### src/rtl/usr_pkg.sv
// Shared types and helpers for the universal shift register slice.
package usr_pkg;

  // Operation select for the register and each of its bit cells.
  typedef enum logic [1:0] {
    MODE_HOLD = 2'b00,
    MODE_LOAD = 2'b01,
    MODE_SHR  = 2'b10,
    MODE_SHL  = 2'b11
  } mode_t;

  // Bits needed to hold a shift count from 0 up to and including w.
  function automatic int cnt_width(input int w);
    return $clog2(w + 1);
  endfunction

endpackage

### src/rtl/usr_cell.sv
// One bit of the universal shift register: a 4:1 mode mux feeding a flop.
// "Left" is the next-higher bit (source on SHR), "right" the next-lower bit
// (source on SHL); the top module ties the end cells to the serial inputs.
module usr_cell
  import usr_pkg::*;
#(
  parameter logic RESET_BIT = 1'b0
) (
  input  logic       i_clk,
  input  logic       i_reset,
  input  logic       i_en,
  input  logic [1:0] i_mode,
  input  logic       i_d,
  input  logic       i_from_left,
  input  logic       i_from_right,
  output logic       o_q
);

  logic r_q;
  logic w_next;

  // Pick this bit's next value from hold, parallel data or a neighbour.
  always_comb begin
    w_next = r_q;
    case (mode_t'(i_mode))
      MODE_HOLD: w_next = r_q;
      MODE_LOAD: w_next = i_d;
      MODE_SHR:  w_next = i_from_left;
      MODE_SHL:  w_next = i_from_right;
      default:   w_next = r_q;
    endcase
  end

  // Reset wins over enable; with enable low the bit simply holds.
  always_ff @(posedge i_clk) begin
    if (i_reset) begin
      r_q <= RESET_BIT;
    end else if (i_en) begin
      r_q <= w_next;
    end
  end

  assign o_q = r_q;

endmodule

### src/rtl/univ_shift_reg.sv
// Parametrised universal shift register: hold, parallel load, shift right
// and shift left, with serial in/out at both ends and a saturating shift
// counter whose DONE flag marks a fully serialised word.
module univ_shift_reg
  import usr_pkg::*;
#(
  parameter int               WIDTH       = 8,
  parameter logic [WIDTH-1:0] RESET_VALUE = '0,
  localparam int              CW          = cnt_width(WIDTH)
) (
  input  logic             i_clk,
  input  logic             i_reset,
  input  logic             i_en,
  input  logic [1:0]       i_mode,
  input  logic [WIDTH-1:0] i_d,
  input  logic             i_si_msb,
  input  logic             i_si_lsb,
  output logic [WIDTH-1:0] o_q,
  output logic             o_so_lsb,
  output logic             o_so_msb,
  output logic [CW-1:0]    o_cnt,
  output logic             o_done
);

  logic [WIDTH-1:0] w_q;
  logic [CW-1:0]    r_cnt;
  logic             w_full;

  // One cell per bit; the end cells take the serial inputs as neighbours.
  for (genvar i = 0; i < WIDTH; i++) begin : g_cell
    logic w_left;
    logic w_right;

    if (i == WIDTH - 1) begin : g_top
      assign w_left = i_si_msb;
    end else begin : g_inner_l
      assign w_left = w_q[i+1];
    end

    if (i == 0) begin : g_bot
      assign w_right = i_si_lsb;
    end else begin : g_inner_r
      assign w_right = w_q[i-1];
    end

    usr_cell #(
      .RESET_BIT (RESET_VALUE[i])
    ) u_cell (
      .i_clk        (i_clk),
      .i_reset      (i_reset),
      .i_en         (i_en),
      .i_mode       (i_mode),
      .i_d          (i_d[i]),
      .i_from_left  (w_left),
      .i_from_right (w_right),
      .o_q          (w_q[i])
    );
  end

  assign w_full = (r_cnt == CW'(WIDTH));

  // Count shifts in either direction since the last load or reset; the
  // count sticks at WIDTH so DONE stays up while data keeps moving.
  always_ff @(posedge i_clk) begin
    if (i_reset) begin
      r_cnt <= '0;
    end else if (i_en) begin
      case (mode_t'(i_mode))
        MODE_LOAD: r_cnt <= '0;
        MODE_SHR,
        MODE_SHL: begin
          if (!w_full) begin
            r_cnt <= r_cnt + CW'(1);
          end
        end
        default:   r_cnt <= r_cnt;
      endcase
    end
  end

  assign o_q      = w_q;
  assign o_so_lsb = w_q[0];
  assign o_so_msb = w_q[WIDTH-1];
  assign o_cnt    = r_cnt;
  assign o_done   = w_full;

endmodule

### config.mk
export PLATFORM = sky130hd
export DESIGN_NAME = univ_shift_reg
export DESIGN_NICKNAME = d
export VERILOG_FILES = /design/src/rtl/usr_pkg.sv /design/src/rtl/usr_cell.sv /design/src/rtl/univ_shift_reg.sv
export SDC_FILE = /design/constraint.sdc
export NUM_CORES = 1
export LEC_CHECK = 0
export ABC_AREA = 1
export BUFFER_PORTS_ARGS = -buffer_cell sky130_fd_sc_hd__buf_2
export CORE_MARGIN = 2
export CORE_UTILIZATION = 35
export CTS_BUF_LIST = sky130_fd_sc_hd__clkbuf_8 sky130_fd_sc_hd__clkbuf_16
export DETAILED_ROUTE_END_ITERATION = 8
export HOLD_SLACK_MARGIN = 0.15
export PLACE_DENSITY_LB_ADDON = 0.1
export SLEW_MARGIN = 20
export SYNTH_ARGS = -nofsm -noshare
export SYNTH_HDL_FRONTEND = slang
export SYNTH_SLANG_ARGS = --single-unit
### constraint.sdc
create_clock -name i_clk -period 2.71 [get_ports i_clk]
set_input_delay 0.542 -clock i_clk [delete_from_list [all_inputs] [get_ports i_clk]]
set_output_delay 0.542 -clock i_clk [all_outputs]
set_load 0.02 [all_outputs]
* Word level (Yosys, flattened, before mapping)
Cells that the tools add are included.
** Word-level totals
- Logic and storage cells :: 31
- Output and inout port bits :: 15
- Flip-flop bits (word level) :: 12
- Input port bits :: 15
** Operators by class
- $add $sub $neg :: 1
- Equality and inequality tests :: 5
- Reduce and logical (&&, ||, !) cells :: 5
- Bitwise logic cells :: 1
- Mux-type cells :: 10
** Operators with widths (count)
- $pmux W1 S3 :: 8
- $pmux W4 S2 :: 1
- $add A4 B1 Y4 const B :: 1
- $eq A2 B2 Y1 const B :: 2
- $eq A4 B4 Y1 const B :: 1
- $mux W4 :: 1
- $reduce_and A3 Y1 :: 1
- $eq A2 B1 Y1 const B :: 1
- $logic_not A2 Y1 :: 1
- $ne A2 B2 Y1 const B :: 1
- $reduce_and A2 Y1 :: 1
- $reduce_bool A2 Y1 :: 1
- $reduce_or A2 Y1 :: 1
- $not A1 Y1 :: 1

* Logic depth before layout (Yosys ltp)
- Depth after elaboration :: 4
- Mapped depth :: 8

* By module
A second synthesis with hierarchy kept.
** Second synthesis, totals
- Cell total of the unflattened synthesis :: 175
- Area, all modules :: 973.4 µm²
** Modules (own cells, without submodules)
- usr_cell :: cells an instance 16, times used 8, area each 81.3 µm²
- univ_shift_reg :: cells an instance 47, times used 1, area each 322.8 µm²

* Worst setup path before layout
OpenSTA, ideal clock, no wires.
- Path type :: register to output
- Start point :: register r_cnt[0] (netlist: o_cnt[0])
- End point :: output port o_done
- Data required time :: 2.168 ns
- Arrival :: 0.983 ns
- Slack :: 1.185 ns
- Stages on the path, launching flop included :: 5
- Cells stage by stage :: dfxtp_1 -> inv_1 -> ha_1 -> nand2_1 -> nor2_1
** Between the ends
- Word-level cells in the longest chain between the ends :: 1
** Ends and longest elaborated chain
- start, declared :: line univ_shift_reg.sv:26 : logic [CW-1:0] r_cnt;
- start signal, assigned :: line univ_shift_reg.sv:73 : r_cnt <= r_cnt + CW'(1);
- start signal, assigned :: line univ_shift_reg.sv:76 : default: r_cnt <= r_cnt;
- $eq A4 B4 Y1 :: line univ_shift_reg.sv:60 : assign w_full = (r_cnt == CW'(WIDTH));
- end, declared :: line univ_shift_reg.sv:22 : output logic o_done
No other way between the ends.

* Worst setup path in the final report
Ends and elaborated chain as after synthesis.

==> results.txt <==
Met3 Usage GRT: 3.74%
Async S/R FF share, synth: 0%
# IOs: 30
CP Class: reg2out
Max-Cap Viols: 0
VDD IR-drop max: 0.275 mV
Critical path launch point type: flop
N_diodes: 0
Layout Nets: 159
Die ar.: 2660 sq um
Unrepaired setup endpoints after global routing: false
Worst skew pair latency: 0.23 ns
Root buf cell: clkbuf_8
Die Height: 51.5 um
PostCTS Resize Cnt: 0
Mapped Cells: 119
Antenna Violating Nets Remaining: 0
Placed Area: 885 sq um
Post-route cell area: 926 sq um
Setup violations, final: 0
Synth Net Count: 136
CTS tree: done
Total power: 0.470 mW
Drt pass-1 iters: 4
Seq/Total Area, Yosys: 30.4%
CP Cell Sequence: inv_1 -> ha_1 -> nand2_1 -> nor2_1 -> buf_2
Post-synthesis instance area: 791 sq um
Hold Crit Class: reg2reg
Synth Flop Type: dfxtp_1
Clk sinks: 12
Busiest grt layer: met2
Top cells by area, synth: dfxtp_1, inv_1, a21oi_1
Family with the most delay on the worst path: flip-flops
Switching pwr: 0.143 mW
# fillers: 240
Cts bufs inserted: 3
Clock power share: 33.5%
Worst EP arrival: 1.19 ns
Sequential share of power: 42.9%
Total GRT Usage: 14.9%
Max H-tree Level: 1
Detailed Place HPWL: 1320 um
RD Place Congestion: 0.778
Run status: complete, no violations
Sw Share: 30.3%
Slew margin rel.: 59.6%
Slew @ Worst Pin: 0.602 ns
Final WL: 1750 um
Post-synth EDFFs: 0
First-pass GRT wire length: 2900 um
Area growth syn-to-layout: 17.1%
Clock Skews: 0.00459 ns
Crit path time final: 1.74 ns
Avg Cell Area, Syn: 6.65 sq um
CP Capture Type: output pin
Synthesis Warnings: 0
Reg clk slew, reported paths: 0.05 ns
Pin count of the biggest net entering global routing: 14
Total negative slack: 0 ns
Vias: 771
Core ar.: 2170 sq um
Area leader, netlist: dfxtp_1
Seq cells post-synth: 12
CP max stage cell: dfxtp_1
Combinational power share: 23.6%
GR Util met1: 20.8%
Share of cells above drive strength 1: 26.4%
P_leak: 0.467 nW
GRT overflow: 0
Final hold viol count: 0
Initial antenna violation count: 0
Number of global-route vias before repair: 673
CP bufs+invs: 2
Int Pwr: 0.327 mW
Count of different cell masters after synthesis: 17
CP Max Fanout: 7
Die Wd: 51.5 um
Rows: 17
Pwr/cell area: 508 nW/um^2
Cts hold-fix bufs: 0
GR met2 Demand/Resource: 22.0%
Number of setup buffers added after CTS: 0
Initial Util: 36.4%
CP max stage delay: 0.43 ns
Final-report max-slew violation count: 0
Final worst-path cycle share: 64.1%
Share of the synthesized area in the top cell type: 30.4%
Highest Clock Rate: 576 MHz
Initial DRC Count: 17
Port Buffers: 29
Max Root-Sink Buffers: 2
DRC violations left: 0
Post-DR vias/cell: 4.59
DR WL/cell: 10.4 um
Worst EP required: 2.17 ns
worst paths after layout:
path         startpoint       end  slack, ns  cells past startpoint
min reg2reg    o_cnt[1]  o_cnt[1]       0.55                      2
min            o_cnt[1]  o_cnt[1]       0.55                      2
max reg2reg    o_cnt[0]  o_cnt[3]       1.37                      8
max            o_cnt[0]    o_done       0.97                      5
worst register-to-register path: cells and delay by family, from the launching register on:
| family | cells | cell delay [ns] |
|---|---|---|
| adder cells (fa/ha/maj) | 1 | 0.21 |
| buffers and inverters | 3 | 0.23 |
| flip-flops | 1 | 0.43 |
| AND/OR/NAND/NOR | 4 | 0.36 |
synth_stat cells, types with 2 or more instances:
library cell and number:
dfxtp_1 12, inv_1 24, a21oi_1 16, o21ai_0 12, buf_4 10, o22ai_1 4, nand2_4 2, nand4_1 2
nand3_1 9, nor2_2 2, nor2_1 8, ha_1 2, nand2_1 12
cell families after synthesis:
family | count (synthesis) | share of synthesized area, %
AOI/OAI and AO/OA | 34 | 22.5
adders and majority gates | 2 | 3.16
buffers and inverters | 36 | 22.8
DFF | 12 | 30.4
and+or+nand+nor | 35 | 21.2
cell type report:
type	count	area (sq um)	area share [%]
clock buffers	3	41.3	4.46
inverters	25	93.8	10.1
multi-input cells	71	370	40.0
flip-flops and latches	12	240	25.9
well taps	28	35.0	3.78
repair buffers	29	145	15.7
per-stage QoR:
stage / util [%] / worst slack [ns] / instances / hold slack (ns)
6_report: 42.7 / 0.974 / 168 / 0.550
3_3_place_gp: 40.8 / 0.994 / 165 / 0.543
4_1_cts: 42.7 / 0.955 / 168 / 0.555
5_1_grt: 42.7 / 0.884 / 168 / 0.580
3_5_place_dp: 40.8 / 0.914 / 165 / 0.547
2_1_floorplan: - / 1.19 / 119 / 0.524
layout by cell type, fill, tap and decap left out:
master,Yosys,routed
dfxtp_1,12,12
buf_2,0,29
nor2_2,2,2
nand3_1,9,9
o21bai_1,1,1
nand4_1,2,2
o21ai_0,12,12
ha_1,2,2
o21ai_1,1,1
o22ai_1,4,4
nor2_1,8,8
inv_2,1,1
clkbuf_8,0,3
a21oi_1,16,16
inv_1,24,24
nand2_1,12,12
nand2_4,2,2
state kept, by name, indices dropped and copies added (netlist names):
name and count:
o_cnt 4, g_cell.u_cell.o_q 8
power by group through the flow:
| stage | clock (mW) | combinational [mW] | sequential, mW |
|---|---|---|---|
| after floorplan | 0 | 0.0820 | 0.211 |
| after global placement | 0 | 0.112 | 0.205 |
| after global routing | 0.176 | 0.126 | 0.204 |
| after CTS | 0.167 | 0.113 | 0.202 |
| final | 0.157 | 0.111 | 0.202 |
| after detailed placement | 0 | 0.112 | 0.206 |
layer usage:
metal / vias up / wire length (um)
met5: - / 0
met4: 0 / 12
met3: 2 / 97
met2: 19 / 755
met1: 334 / 889
li1: 416 / -
(Power assumes the default switching activity.)
